`src/rtl/lsu_mem_initiator.sv`:
```
// -----------------------------------------------------------------------------
// lsu_mem_initiator
//
// Purpose:
//   Load/store initiator that sits between the RV32I memory stage and a
//   single-port, byte-masked SRAM with one-cycle registered read latency.
//   One request is in flight at a time. The block lane-aligns store data,
//   generates byte masks, extracts and sign/zero-extends load data, and flags
//   illegal funct3, out-of-range and misaligned accesses.
//
// Optional feature (macro LSU_MISALIGNED_EN):
//   When defined, half/word accesses that straddle a word boundary are split
//   into two SRAM accesses (second word index wraps modulo DEPTH) instead of
//   faulting. When undefined, misaligned half/word accesses fault.
//
// Ports:
//   clk             clock, all state on rising edge
//   rst_n_i         asynchronous active-low reset
//   req_valid_i     core request valid
//   req_ready_o     request accepted when high (IDLE only)
//   req_we_i        1 = store, 0 = load
//   req_funct3_i    RV32I funct3 (access size / signedness)
//   req_addr_i      byte address
//   req_wdata_i     right-justified store data
//   rsp_valid_o     response valid, held until rsp_ready_i
//   rsp_ready_i     core accepts response
//   rsp_rdata_o     extended load data (0 for stores and errors)
//   rsp_err_o       access faulted, SRAM untouched
//   mem_addr_o      SRAM byte address, bits [1:0] always 0
//   mem_wr_data_o   lane-aligned write data (0 when not writing)
//   mem_bytemask_o  per-byte write enable (0 when not writing)
//   mem_write_en_o  SRAM write strobe
//   mem_read_en_o   SRAM read strobe
//   mem_rd_data_i   SRAM registered read data
// -----------------------------------------------------------------------------
module lsu_mem_initiator #(
    parameter int DEPTH = 512,
    parameter int AW    = $clog2(DEPTH * 4)
) (
    input  logic          clk,
    input  logic          rst_n_i,
    input  logic          req_valid_i,
    output logic          req_ready_o,
    input  logic          req_we_i,
    input  logic [2:0]    req_funct3_i,
    input  logic [31:0]   req_addr_i,
    input  logic [31:0]   req_wdata_i,
    output logic          rsp_valid_o,
    input  logic          rsp_ready_i,
    output logic [31:0]   rsp_rdata_o,
    output logic          rsp_err_o,
    output logic [AW-1:0] mem_addr_o,
    output logic [31:0]   mem_wr_data_o,
    output logic [3:0]    mem_bytemask_o,
    output logic          mem_write_en_o,
    output logic          mem_read_en_o,
    input  logic [31:0]   mem_rd_data_i
);

    localparam int          WW         = AW - 2;            // word index width
    localparam logic [31:0] BYTE_LIMIT = 32'(DEPTH * 4);

    typedef enum logic [2:0] {
        S_IDLE,
        S_ISSUE,
        S_CAPTURE,
        S_RESP,
        S_ISSUE2,
        S_CAPTURE2
    } state_e;

    state_e        state_q, state_d;
    logic [AW-1:0] addr_q, addr_d;
    logic          we_q, we_d;
    logic [2:0]    funct3_q, funct3_d;
    logic [31:0]   wdata_q, wdata_d;
    logic [31:0]   rdata_q, rdata_d;
    logic          err_q, err_d;

    // Sign/zero extension of a right-justified raw load value.
    function automatic logic [31:0] load_extend(input logic [2:0] f3, input logic [31:0] raw);
        case (f3)
            3'b000:  return {{24{raw[7]}}, raw[7:0]};
            3'b001:  return {{16{raw[15]}}, raw[15:0]};
            3'b100:  return {24'b0, raw[7:0]};
            3'b101:  return {16'b0, raw[15:0]};
            default: return raw;
        endcase
    endfunction

    // ------------------------------------------------------------------
    // Accept-time checks
    // ------------------------------------------------------------------
    logic f3_ok;
    logic range_ok;
    logic req_err;

    assign f3_ok = req_we_i ? (req_funct3_i inside {3'b000, 3'b001, 3'b010})
                            : (req_funct3_i inside {3'b000, 3'b001, 3'b010, 3'b100, 3'b101});
    // The full 32-bit address takes part here and nowhere else.
    assign range_ok = (req_addr_i < BYTE_LIMIT);

`ifdef LSU_MISALIGNED_EN
    assign req_err = !f3_ok || !range_ok;
`else
    logic misaligned;
    assign misaligned = ((req_funct3_i[1:0] == 2'b01) && req_addr_i[0]) ||
                        ((req_funct3_i[1:0] == 2'b10) && (req_addr_i[1:0] != 2'b00));
    assign req_err = !f3_ok || !range_ok || misaligned;
`endif

    // ------------------------------------------------------------------
    // Lane steering, shared by loads and stores
    // ------------------------------------------------------------------
    logic [1:0]    off_q;
    logic [WW-1:0] word_q;
    logic [5:0]    shamt;
    logic [3:0]    base_mask;
    logic [3:0]    lane_mask_lo;
    logic [31:0]   lane_data_lo;

    assign off_q  = addr_q[1:0];
    assign word_q = addr_q[AW-1:2];
    assign shamt  = {1'b0, off_q, 3'b000};

    always_comb begin
        case (funct3_q[1:0])
            2'b00:   base_mask = 4'b0001;
            2'b01:   base_mask = 4'b0011;
            default: base_mask = 4'b1111;
        endcase
    end

    assign lane_mask_lo = base_mask << off_q;
    assign lane_data_lo = wdata_q << shamt;

`ifdef LSU_MISALIGNED_EN
    logic [WW-1:0] word_next;
    logic [3:0]    lane_mask_hi;
    logic [31:0]   lane_data_hi;
    logic          need_split;
    logic [31:0]   low_word_q, low_word_d;

    // Explicit wrap keeps non-power-of-two depths inside the array.
    assign word_next    = (word_q == WW'(DEPTH - 1)) ? '0 : word_q + 1'b1;
    // Bytes shifted past lane 3 belong to the next word; shifting by the
    // full width yields zero, so an aligned access never reaches word two.
    assign lane_mask_hi = base_mask >> (3'd4 - {1'b0, off_q});
    assign lane_data_hi = wdata_q >> (6'd32 - shamt);
    // Only accesses that actually cross a word boundary take two beats; a
    // half at offset 1 still lives entirely in one word.
    assign need_split   = |lane_mask_hi;
`endif

    // ------------------------------------------------------------------
    // State and request registers
    // ------------------------------------------------------------------
    // NOTE: sequential state uses non-blocking assignments only; all next
    // values are computed in the combinational block below.
    always_ff @(posedge clk or negedge rst_n_i) begin
        if (!rst_n_i) begin
            state_q  <= S_IDLE;
            addr_q   <= '0;
            we_q     <= 1'b0;
            funct3_q <= '0;
            wdata_q  <= '0;
            rdata_q  <= '0;
            err_q    <= 1'b0;
`ifdef LSU_MISALIGNED_EN
            low_word_q <= '0;
`endif
        end else begin
            state_q  <= state_d;
            addr_q   <= addr_d;
            we_q     <= we_d;
            funct3_q <= funct3_d;
            wdata_q  <= wdata_d;
            rdata_q  <= rdata_d;
            err_q    <= err_d;
`ifdef LSU_MISALIGNED_EN
            low_word_q <= low_word_d;
`endif
        end
    end

    // NOTE: every signal written here gets its hold value first so that no
    // path through the case statement can infer a latch.
    always_comb begin
        state_d  = state_q;
        addr_d   = addr_q;
        we_d     = we_q;
        funct3_d = funct3_q;
        wdata_d  = wdata_q;
        rdata_d  = rdata_q;
        err_d    = err_q;
`ifdef LSU_MISALIGNED_EN
        low_word_d = low_word_q;
`endif
        case (state_q)
            S_IDLE: begin
                if (req_valid_i) begin
                    addr_d   = req_addr_i[AW-1:0];
                    we_d     = req_we_i;
                    funct3_d = req_funct3_i;
                    wdata_d  = req_wdata_i;
                    rdata_d  = '0;
                    err_d    = req_err;
                    state_d  = req_err ? S_RESP : S_ISSUE;
                end
            end
            S_ISSUE: begin
`ifdef LSU_MISALIGNED_EN
                if (we_q) state_d = need_split ? S_ISSUE2 : S_RESP;
                else      state_d = S_CAPTURE;
`else
                state_d = we_q ? S_RESP : S_CAPTURE;
`endif
            end
            S_CAPTURE: begin
`ifdef LSU_MISALIGNED_EN
                if (need_split) begin
                    low_word_d = mem_rd_data_i;
                    state_d    = S_ISSUE2;
                end else begin
                    rdata_d = load_extend(funct3_q, mem_rd_data_i >> shamt);
                    state_d = S_RESP;
                end
`else
                rdata_d = load_extend(funct3_q, mem_rd_data_i >> shamt);
                state_d = S_RESP;
`endif
            end
`ifdef LSU_MISALIGNED_EN
            S_ISSUE2: begin
                state_d = we_q ? S_RESP : S_CAPTURE2;
            end
            S_CAPTURE2: begin
                // Upper bytes of the first word join the low bytes of the
                // second before extension.
                rdata_d = load_extend(funct3_q, (low_word_q >> shamt) |
                                                (mem_rd_data_i << (6'd32 - shamt)));
                state_d = S_RESP;
            end
`endif
            S_RESP: begin
                if (rsp_ready_i) state_d = S_IDLE;
            end
            default: state_d = S_IDLE;
        endcase
    end

    // ------------------------------------------------------------------
    // Outputs: decoded from registered state, so strobes are glitch-free
    // and mask/data stay zero outside write cycles.
    // ------------------------------------------------------------------
    always_comb begin
        mem_addr_o     = '0;
        mem_wr_data_o  = '0;
        mem_bytemask_o = '0;
        mem_write_en_o = 1'b0;
        mem_read_en_o  = 1'b0;
        case (state_q)
            S_ISSUE: begin
                mem_addr_o = {word_q, 2'b00};
                if (we_q) begin
                    mem_write_en_o = 1'b1;
                    mem_bytemask_o = lane_mask_lo;
                    mem_wr_data_o  = lane_data_lo;
                end else begin
                    mem_read_en_o = 1'b1;
                end
            end
`ifdef LSU_MISALIGNED_EN
            S_ISSUE2: begin
                mem_addr_o = {word_next, 2'b00};
                if (we_q) begin
                    mem_write_en_o = 1'b1;
                    mem_bytemask_o = lane_mask_hi;
                    mem_wr_data_o  = lane_data_hi;
                end else begin
                    mem_read_en_o = 1'b1;
                end
            end
`endif
            default: ;
        endcase
    end

    assign req_ready_o = (state_q == S_IDLE);
    assign rsp_valid_o = (state_q == S_RESP);
    assign rsp_rdata_o = rdata_q;
    assign rsp_err_o   = err_q;

endmodule

```
`config.mk`:
```
export PLATFORM = sky130hd
export DESIGN_NAME = lsu_mem_initiator
export DESIGN_NICKNAME = d
export VERILOG_FILES = /design/src/rtl/lsu_mem_initiator.sv
export SDC_FILE = /design/constraint.sdc
export NUM_CORES = 1
export LEC_CHECK = 0
export ABC_AREA = 1
export BUFFER_PORTS_ARGS = -buffer_cell sky130_fd_sc_hd__buf_4
export CAP_MARGIN = 25
export CORE_UTILIZATION = 49
export CTS_BUF_LIST = sky130_fd_sc_hd__clkbuf_16
export CTS_CLUSTER_SIZE = 30
export DETAILED_ROUTE_END_ITERATION = 10
export PLACE_DENSITY = 0.79
export SLEW_MARGIN = 10
export SYNTH_ARGS = -nofsm -noshare
export SYNTH_HDL_FRONTEND = slang
export SYNTH_SLANG_ARGS = --single-unit
```
`constraint.sdc`:
```
create_clock -name clk -period 1.7 [get_ports clk]
set_input_delay 0.255 -clock clk [delete_from_list [all_inputs] [get_ports clk]]
set_output_delay 0.255 -clock clk [all_outputs]
set_load 0.01 [all_outputs]
```
==> results.yml, run 1 <==
status:
  outcome: "finished with violations"
  violations: "negative setup slack"
floorplan:
  io_pins: 188
  design.die.area_um2: 9830
  rows: 35
  coreArea_um2: 9196
  chipHeight_um: 99.15
  start_util_pct: 50.29
  die_w_um: 99.15
sta:
  fin_skew_ps: 6.782
  fmax_mhz: 477.4
  worst_pin_slew_ps: 510.5
  fin_crit_ps: 2094
  slew_headroom_pct: 65.61
  finalHoldViolCount: 0
  period_share_pct: 123.2
  final_max_slew_viol_count: 0
  finalSetupViolations: 36
  fin_hold_ws_ps: 101.5
  timing.final.ws_setup_ps: -394.5
  rsz0062_at_grt: "yes"
critical_path:
  start_kind: "flop"
  r2r_end: "rsp_rdata_o[1]$_DFFE_PN0P_"
  arrival_ps: 1840
  cp-end-kind: "output pin"
  regToRegSetupSlack_ps: 40
  critical_path.top_delay_family: "buffers and inverters"
  cp_slowest_cell: "dfrtp_1"
  crit_required_ps: 1440
  r2r-start: "state_q[0]$_DFFE_PN0P_"
  crit_chain: "inv_2, ha_4, nand2_4, nor2_4, inv_4, buf_6, nor2_4, inv_4, nor2_2, buf_4"
  cp_max_fo: 8
  reg2reg_depth: 8
  crit_cells: 10
  crit_buf_inv: 5
  crit_type: "reg -> out"
  max_stage_delay_ps: 400
finish:
  fillers: 628
  drive_gt1_share_pct: 36.27
  syn2layout_area_growth_pct: 55.44
  final_common_cell: "nand2_1"
  fin_nets: 977
  post-route-util_pct: 78.16
  stdcell_count: 985
  n_antenna_cell: 0
  final_cell_mix: "285 x nand2_1, 202 x buf_4, 81 x dfrtp_1, 71 x nor2_1, 32 x a21oi_1"
detailed_routing:
  drt_first_iter_violations: 309
  finalWirelength_um: 15810
  ant_nets: 0
  drt_first_pass_iters: 6
  drc_errors: 0
  vias: 5444
  via_per_inst: 5.527
  routedWlPerCell_um: 16.05
power:
  clkPwrFrac_pct: 15.6
  power.density_nw_per_um2: 1817
  pwr-share-seq_pct: 26.3
  power_frac_comb_pct: 58.1
  p_sw_uw: 5915
  p_leak_uw: 0.003887
  ir_drop_uv: 850.5
  switching_share_pct: 45.29
  intPower_uw: 7146
clock_network:
  cts_tree: "yes"
  cts-buffers-inserted: 9
  clock-sinks: 82
  ctsHtreeMaxLevel: 3
  clk_pin_slew_ps: 70
  clk_latency_ps: 340
  cts-root-buf: "clkbuf_16"
  clockBufferDepth: 2
synthesis:
  synth-seq-cells: 82
  async_flop_share_pct: 100.0
  synth.distinct_cells: 34
  synthFlopType: "dfrtp_1"
  synthCells: 664
  synth_edf_count: 0
  syn_area_per_cell_um2: 6.965
  synth-warning-count: 0
  netlist_area_um2: 4624
  ys_seq_area_share_pct: 44.37
place:
  dpl.cell_count: 946
  place_hpwl_um: 10410
  io_buffers: 185
  gp_congestion: 1.069
  dp_worst_setup_slack_ps: -150.8
worst_hold_path:
  hp-start: "req_wdata_i[12]"
  min_to: "wdata_q[12]$_DFFE_PN0P_"
  worstHoldPathType: "in -> reg"
  hold_depth: 3
global_route:
  grt_pass1_wl_um: 24760
  grt_use_total_pct: 32.06
  grt_max_degree: 40
  grt_antenna_before_repair: 0
  grt_pass1_vias: 5164
  gr-total-overflow: 0
run:
  cap_violations: 0
## registers in the layout, summed over array words and instances (netlist names)
name and count:
rsp_rdata_o 32, wdata_q 32, addr_q 11, funct3_q 3, state_q 2, rsp_err_o 1
we_q 1
## power groups by stage
| stage | logic, µW | registers [µW] | clock network [µW] |
|---|---|---|---|
| after global placement | 5870 | 3380 | 0 |
| after CTS | 6840 | 3390 | 2050 |
| after global routing | 8230 | 3510 | 2130 |
| final | 7590 | 3430 | 2040 |
| after detailed placement | 5980 | 3410 | 0 |
| after floorplan | 3740 | 3320 | 0 |
## per-layer routing
layer | vias to the layer above | track usage (%) | wire [µm]
li1 | 2509 | - | -
met1 | 2490 | 40.21 | 6021
met2 | 361 | 53.52 | 7521
met3 | 84 | 5.271 | 1427
met4 | 0 | 17.08 | 841
met5 | - | 0 | 0
## synth_stat cells (2+ instances only)
| cell | n | area [µm²] |
|---|---|---|
| a21oi_1 | 34 | 170.2 |
| a22o_1 | 4 | 35.03 |
| buf_2 | 20 | 100.1 |
| buf_4 | 4 | 30.03 |
| buf_6 | 2 | 22.52 |
| clkbuf_1 | 13 | 48.80 |
| dfrtp_1 | 82 | 2052 |
| ha_1 | 4 | 50.05 |
| inv_1 | 33 | 123.9 |
| inv_2 | 3 | 11.26 |
| mux2i_1 | 3 | 30.03 |
| nand2_1 | 291 | 1092 |
| nand2_2 | 2 | 12.51 |
| nand3_1 | 12 | 60.06 |
| nor2_1 | 87 | 326.6 |
| o21a_1 | 3 | 22.52 |
| o21ai_0 | 35 | 175.2 |
| o32ai_1 | 16 | 140.1 |
## worst register-to-register path: stages, from the launching register on
cell,delay [ps]
dfrtp_1,410
buf_4,170
inv_2,100
ha_4,190
nor2_2,60
a21oi_2,110
inv_2,100
clkbuf_16,180
a22o_1,230
## how the worst max path moves through the flow
stage	startpoint	to	slack, ps
CTS	state_q[1]$_DFFE_PN0P_	mem_wr_data_o[1]	-340
finish	state_q[1]$_DFFE_PN0P_	mem_wr_data_o[4]	-390
floorplan	state_q[1]$_DFFE_PN0P_	mem_wr_data_o[28]	-30
global route	state_q[1]$_DFFE_PN0P_	mem_wr_data_o[0]	-450
global placement	state_q[1]$_DFFE_PN0P_	mem_wr_data_o[19]	-110
detailed placement	state_q[1]$_DFFE_PN0P_	mem_wr_data_o[21]	-150
## logic make-up after synthesis
kind of cell	after synthesis	synth area share [%]
AND/OR/NAND/NOR	400	33.69
AO/OA/AOI/OAI	96	12.55
flip-flops	82	44.37
buffers and inverters	78	7.576
adder cells (fa/ha/maj)	4	1.082
multiplexers	3	0.6494
other	1	0.08109
## final cells by class
type                            instances  area [µm²]  area share [%]
Multi-Input combinational cell        506        2554           35.53
Sequential cell                        82        2053           28.56
Timing Repair Buffer                  230        1957           27.22
Clock buffer                            9       225.2           3.133
Inverter                               38       158.9           2.211
Tap cell                              111       138.9           1.932
Clock inverter                          7       83.83           1.166
Timing Repair inverter                  2       17.52          0.2437
## repair_timing
| item | 4_1_cts | 5_1_grt |
|---|---|---|
| resized for setup | 73 | 32 |
| setup buffers | 11 | 4 |
| pin swaps | 12 | 7 |
| setup endpoints to repair | 44 | 71 |
| endpoints found under the hold margin | 27 | 0 |
| hold buffers | 1 | 0 |
| gates cloned | 4 | 4 |
## metrics by stage
step | area [µm²] | setup TNS, ps | total power (µW)
floorplan | 4631 | -345.6 | 7059
global placement | 6242 | -1380 | 9249
detailed placement | 6242 | -2346 | 9390
CTS | 7010 | -9451 | 12270
global route | 7188 | -12630 | 13870
finish | 7188 | -10470 | 13060
Note: power is estimated with default switching activity, not from simulation.
==> run 2: changes to the inputs <==
--- a/config.mk
+++ b/config.mk
@@ -13,6 +13,7 @@
 export CTS_CLUSTER_SIZE = 30
 export DETAILED_ROUTE_END_ITERATION = 10
 export PLACE_DENSITY = 0.79
+export SETUP_SLACK_MARGIN = 0.5
 export SLEW_MARGIN = 10
 export SYNTH_ARGS = -nofsm -noshare
 export SYNTH_HDL_FRONTEND = slang
==> run 2 against run 1 <==
Effect of this change: the run now fails in global routing; area after synthesis unchanged; synthesized cell count unchanged.
==> results.yml, run 2 <==
synthesis:
  synth.distinct_cells: 34
  synthFlopType: "dfrtp_1"
  synth-warning-count: 0
  synth_top_cell_by_area: "dfrtp_1"
  synth.most_common_cell: "nand2_1"
  ys_seq_area_share_pct: 44.37
  syn_area_per_cell_um2: 6.965
  synth_area_leaders: "dfrtp_1 44%, nand2_1 24%, nor2_1 7.1%, o21ai_0 3.8%, a21oi_1 3.7%"
  synth_edf_count: 0
  synth_common_cells: "291 x nand2_1, 87 x nor2_1, 82 x dfrtp_1"
  synthCells: 664
  synth-seq-cells: 82
  netlist_area_um2: 4624
  synth_top_area_share_pct: 44.37
  async_flop_share_pct: 100.0
floorplan:
  rows: 35
  die_w_um: 99.15
  io_pins: 188
  chipHeight_um: 99.15
  start_util_pct: 50.29
clock_network:
  cts-buffers-inserted: 9
  ctsHtreeMaxLevel: 3
  cts-root-buf: "clkbuf_16"
  clockBufferDepth: 2
  clock-sinks: 82
place:
  dpl.cell_count: 959
  place_hpwl_um: 11000
  gp_congestion: 0.9283
  io_buffers: 185
status:
  haltStage: "global routing"
  firstError: "[ERROR DPL-0038] Utilization greater than 100%, impossible to legalize"
  outcome: "stopped before the end"
sta:
  worst_endpoint: "mem_wr_data_o[22]"
  worst_endpoint_kind: "output port"
global_route:
  grt_max_degree: 33
[run 2: through the flow]
| stage | worst slack (ps) | hold slack [ps] | util, % | instance area [µm²] |
|---|---|---|---|---|
| after floorplan | 114.5 | -40.59 | - | 5054 |
| after global placement | -57.93 | 180.5 | 72.90 | 6704 |
| after detailed placement | -125.9 | 183.9 | 72.90 | 6704 |
| after CTS | -311.9 | 115.6 | 92.48 | 8504 |
[run 2: what timing repair did]
action / 4_1_cts
hold buffers: 1
pin swaps: 18
resized for setup: 192
setup buffers: 31
gates cloned: 26
endpoints found under the hold margin: 21
setup endpoints to repair: 131
[run 2: cells by family after synthesis]
| kind of cell | Yosys count | share of synthesized area, % |
|---|---|---|
| simple gates | 400 | 33.69 |
| compound gates | 96 | 12.55 |
| flops | 82 | 44.37 |
| buf+inv | 78 | 7.576 |
| fa+ha+maj | 4 | 1.082 |
| mux | 3 | 0.6494 |
| other cells | 1 | 0.08109 |
==> run 3: changes to the inputs <==
--- a/config.mk
+++ b/config.mk
@@ -8,12 +8,9 @@
 export ABC_AREA = 1
 export BUFFER_PORTS_ARGS = -buffer_cell sky130_fd_sc_hd__buf_4
 export CAP_MARGIN = 25
-export CORE_UTILIZATION = 49
-export CTS_BUF_LIST = sky130_fd_sc_hd__clkbuf_16
-export CTS_CLUSTER_SIZE = 30
+export CORE_UTILIZATION = 40
 export DETAILED_ROUTE_END_ITERATION = 10
-export PLACE_DENSITY = 0.79
-export SETUP_SLACK_MARGIN = 0.5
+export PLACE_DENSITY_LB_ADDON = 0.15
 export SLEW_MARGIN = 10
 export SYNTH_ARGS = -nofsm -noshare
 export SYNTH_HDL_FRONTEND = slang
==> run 3 against run 2 <==
Effect of this change: the flow now finishes, with violations (negative setup slack).
==> results.yml, run 3 (synthesis gave the netlist of run 1 again) <==
status:
  outcome: "finished with violations"
  violations: "negative setup slack"
finish:
  fin_nets: 966
  n_antenna_cell: 0
  final_cell_mix: "288 x nand2_1, 203 x buf_4, 81 x dfrtp_1, 75 x nor2_1, 34 x a21oi_1"
  final_common_cell: "nand2_1"
  seqCellArea_um2: 2053
  post-route-util_pct: 63.79
  multi_input_area_um2: 2511
  drive_gt1_share_pct: 33.95
  syn2layout_area_growth_pct: 52.16
  fin_area_um2: 7037
  fillers: 978
place:
  io_buffers: 185
  postPlaceCellArea_um2: 6289
  dp_worst_setup_slack_ps: -181.2
  place_hpwl_um: 10450
  gp_congestion: 0.9539
power:
  p_leak_uw: 0.003796
  ir_drop_uv: 763.2
  power.density_nw_per_um2: 1748
sta:
  timing.final.ws_setup_ps: -315.8
  rsz0062_at_grt: "yes"
  fin_crit_ps: 2016
  final_max_slew_viol_count: 0
  period_share_pct: 118.6
  finalSetupViolations: 36
  fmax_mhz: 496.1
  fin_skew_ps: 8.507
  finalHoldViolCount: 0
worst_hold_path:
  worstHoldPathType: "in -> reg"
global_route:
  grt_max_degree: 58
  gr-total-overflow: 0
  grt_pass1_wl_um: 22470
  grt_antenna_before_repair: 0
  grt_use_total_pct: 24.48
  grt_pass1_vias: 4648
clock_network:
  clock-sinks: 82
  cts_tree: "yes"
  clk_latency_ps: 340
  cts-root-buf: "clkbuf_16"
  ctsHtreeMaxLevel: 3
  clockBufferDepth: 2
  clk_pin_slew_ps: 60
  cts-buffers-inserted: 9
detailed_routing:
  via_per_inst: 5.050
  drt_first_iter_violations: 377
  drc_errors: 0
  drt_first_pass_iters: 5
  routedWlPerCell_um: 15.11
  ant_nets: 0
  vias: 5065
  finalWirelength_um: 15150
floorplan:
  chipHeight_um: 109.5
  rows: 38
  io_pins: 188
  design.die.area_um2: 11990
  coreArea_um2: 11030
  die_w_um: 109.5
  start_util_pct: 41.92
critical_path:
  cp-end-kind: "output pin"
  regToRegSetupSlack_ps: 90
  cp_max_fo: 8
  crit_required_ps: 1440
  arrival_ps: 1760
  start_kind: "flop"
  crit_type: "reg -> out"
run:
  cap_violations: 0
-- run 3: worst max-delay path, stage by stage, from the launching register on --
cell and delay, ps:
dfrtp_1 390, inv_2 80, ha_4 150, nand2_4 70, buf_4 160, nor2_4 120, inv_2 140, o32ai_4 150
buf_4 170
-- run 3: final timing paths --
kind | startpoint | to | cells after the start
max in group asynchronous | rst_n_i | addr_q[0]$_DFFE_PN0P_ | 3
min in group asynchronous | rst_n_i | wdata_q[29]$_DFFE_PN0P_ | 2
max reg2reg | state_q[0]$_DFFE_PN0P_ | rsp_rdata_o[0]$_DFFE_PN0P_ | 8
max | state_q[1]$_DFFE_PN0P_ | mem_wr_data_o[24] | 8
min | req_addr_i[5] | addr_q[5]$_DFFE_PN0P_ | 3
min reg2reg | addr_q[8]$_DFFE_PN0P_ | addr_q[8]$_DFFE_PN0P_ | 2
-- run 3: per-stage QoR --
stage	power [µW]	std cells	TNS [ps]	hold slack, ps
2_1_floorplan	7059	665	-345.6	-40.59
3_3_place_gp	9319	978	-1627	114.4
3_5_place_dp	9406	978	-3073	113.2
4_1_cts	11850	997	-9066	107.7
5_1_grt	13240	1003	-11450	110.0
6_report	12300	1003	-8783	110.3
-- run 3: per-layer routing --
metal	global-route usage [%]	vias up	part of all wire [%]
met5	0	-	0
met4	8.381	0	1.7
met3	5.513	20	8.5
met2	38.95	226	48
met1	32.87	2350	42
li1	-	2469	-
-- run 3: timing repair --
| item | in CTS | in global routing |
|---|---|---|
| buffers inserted | 2 | 4 |
| setup endpoints to repair | 46 | 88 |
| pin swaps | 7 | 3 |
| gates cloned | 0 | 3 |
| resized for setup | 50 | 24 |
| hold buffers | 1 | 0 |
| endpoints found under the hold margin | 10 | 0 |
-- run 3: cell type report --
class / count / area share [%]
clock buffer: 12 / 3.645
tap: 140 / 2.489
inverter: 38 / 2.258
timing repair buffer: 221 / 26.03
sequential: 82 / 29.18
multi-input combinational: 506 / 35.69
clock inverter: 4 / 0.7112
-- run 3: power by group --
group	switching, µW	total, µW	internal [µW]
Combinational	4060	6910	2860
Clock	764	1980	1220
Sequential	607	3410	2800
==> run 4: changes to the inputs <==
--- a/config.mk
+++ b/config.mk
@@ -8,6 +8,7 @@
 export ABC_AREA = 1
 export BUFFER_PORTS_ARGS = -buffer_cell sky130_fd_sc_hd__buf_4
 export CAP_MARGIN = 25
+export CORE_MARGIN = 5
 export CORE_UTILIZATION = 40
 export DETAILED_ROUTE_END_ITERATION = 10
 export PLACE_DENSITY_LB_ADDON = 0.15
==> run 4 against run 3 <==
Effect of this change: the flow still finishes with violations (negative setup slack); clock power rose by 22%; critical path depth did not move; fmax fell by 5.5%; via count rose by 8.3%; final cell count rose by 2.7%; sequential power rose by 4%; register-to-register slack got worse by 350 ps; critical path type unchanged; critical endpoint is now mem_wr_data_o[30]; highest routed layer unchanged.
==> results.yml, run 4 (synthesis gave the netlist of run 1 again) <==
sta:
  final_max_slew_viol_count: 0
  period_share_pct: 125.5
  worst_pin_slew_ps: 542.8
  fin_crit_ps: 2133
  timing.final.ws_setup_ps: -432.7
  finalSetupViolations: 128
  fin_skew_ps: 8.152
  fin_hold_ws_ps: 114.1
  fmax_mhz: 468.9
  rsz0062_at_grt: "yes"
  finalHoldViolCount: 0
  slew_headroom_pct: 63.43
global_route:
  grt_max_degree: 58
  grt_pass1_wl_um: 26470
  grt_pass1_vias: 5291
  grt_antenna_before_repair: 0
  grt_use_total_pct: 23.16
  gr-total-overflow: 0
finish:
  fillers: 786
  fin_nets: 990
  syn2layout_area_growth_pct: 79.49
  final_cell_mix: "180 x nand2_1, 180 x buf_4, 81 x dfrtp_1, 73 x nor2_1, 62 x nand2_2"
  n_antenna_cell: 0
  post-route-util_pct: 73.01
  drive_gt1_share_pct: 49.94
  fin_area_um2: 8300
clock_network:
  clk_pin_slew_ps: 70
  cts-root-buf: "clkbuf_16"
  clock-sinks: 82
  cts-buffers-inserted: 9
  clockBufferDepth: 2
  ctsHtreeMaxLevel: 3
  clk_latency_ps: 340
  cts_tree: "yes"
power:
  power.density_nw_per_um2: 1848
  p_leak_uw: 0.004462
  ir_drop_uv: 1025
floorplan:
  io_pins: 188
  start_util_pct: 40.67
  coreArea_um2: 11370
  chipHeight_um: 117.5
  die_w_um: 117.5
  design.die.area_um2: 13810
  rows: 39
place:
  gp_congestion: 0.8695
  place_hpwl_um: 11540
  postPlaceCellArea_um2: 6290
  io_buffers: 185
detailed_routing:
  routedWlPerCell_um: 18.11
  drt_first_pass_iters: 5
  via_per_inst: 5.325
  drc_errors: 0
  vias: 5485
  ant_nets: 0
  finalWirelength_um: 18650
  drt_first_iter_violations: 386
status:
  violations: "negative setup slack"
  outcome: "finished with violations"
critical_path:
  arrival_ps: 1880
  crit_type: "reg -> out"
  cp_max_fo: 4
  cp-end-kind: "output pin"
  crit_required_ps: 1440
  start_kind: "flop"
run:
  cap_violations: 0
worst_hold_path:
  worstHoldPathType: "in -> reg"
run 4: what timing repair did:
item	4_1_cts	5_1_grt
hold buffers	1	0
gates resized for setup	91	234
hold endpoints to repair	33	0
pin swaps	18	15
setup endpoints to repair	43	129
buffers inserted	20	6
gates cloned	5	12
run 4: path summary, 6_finish.rpt:
| path | from | endpoint | slack [ps] | cells past startpoint |
|---|---|---|---|---|
| setup / recovery | state_q[1]$_DFFE_PN0P_ | mem_wr_data_o[30] | -430 | 8 |
| hold / removal | req_wdata_i[26] | wdata_q[26]$_DFFE_PN0P_ | 110 | 3 |
| setup reg to reg | state_q[1]$_DFFE_PN0P_ | addr_q[1]$_DFFE_PN0P_ | -260 | 13 |
| hold reg to reg | rsp_rdata_o[6]$_DFFE_PN0P_ | rsp_rdata_o[6]$_DFFE_PN0P_ | 490 | 2 |
| max in group asynchronous | rst_n_i | addr_q[2]$_DFFE_PN0P_ | 690 | 3 |
| min in group asynchronous | rst_n_i | wdata_q[27]$_DFFE_PN0P_ | 420 | 2 |
run 4: critical path, stage by stage, from the launching register on:
cell,delay (ps)
dfrtp_1,400
inv_2,80
ha_4,140
nand2_4,60
nor2_4,150
buf_6,130
clkinvlp_4,140
o32ai_2,250
buf_4,180
run 4: report_power, final:
group | internal, µW | leakage (µW) | switching, µW | total [µW]
Combinational | 4160 | 0.00324 | 5230 | 9390
Clock | 1620 | 0.000180 | 797 | 2420
Sequential | 2800 | 0.00104 | 725 | 3530
run 4: final cells by class:
class                      count  area, µm²  share of cell area (%)
clock inverter                 5      125.1                   1.507
inverter                      38      166.4                   2.005
clock buffer                  11      242.7                   2.924
timing repair inverter         1      7.507                 0.09044
multi-input combinational    505       3126                   37.65
sequential                    82       2053                   24.74
timing repair buffer         245       2401                   28.93
tap                          143      178.9                   2.156
run 4: stage by stage:
| step | setup TNS [ps] | power [µW] | setup slack [ps] | cells |
|---|---|---|---|---|
| after floorplan | -345.6 | 7059 | -31.59 | 665 |
| after global placement | -1636 | 9327 | -112.0 | 979 |
| after detailed placement | -2975 | 9465 | -188.5 | 979 |
| after CTS | -16460 | 13250 | -407.9 | 1013 |
| after global routing | -34620 | 16210 | -470.0 | 1030 |
| final | -28170 | 15340 | -432.7 | 1030 |
run 4: routing by layer:
| layer | vias to the layer above | part of all wire, % | GRT usage [%] |
|---|---|---|---|
| met5 | - | 0 | 0 |
| met4 | 0 | 3.7 | 9.677 |
| met3 | 50 | 7.1 | 4.998 |
| met2 | 264 | 50 | 37.13 |
| met1 | 2630 | 39 | 30.38 |
| li1 | 2541 | - | - |
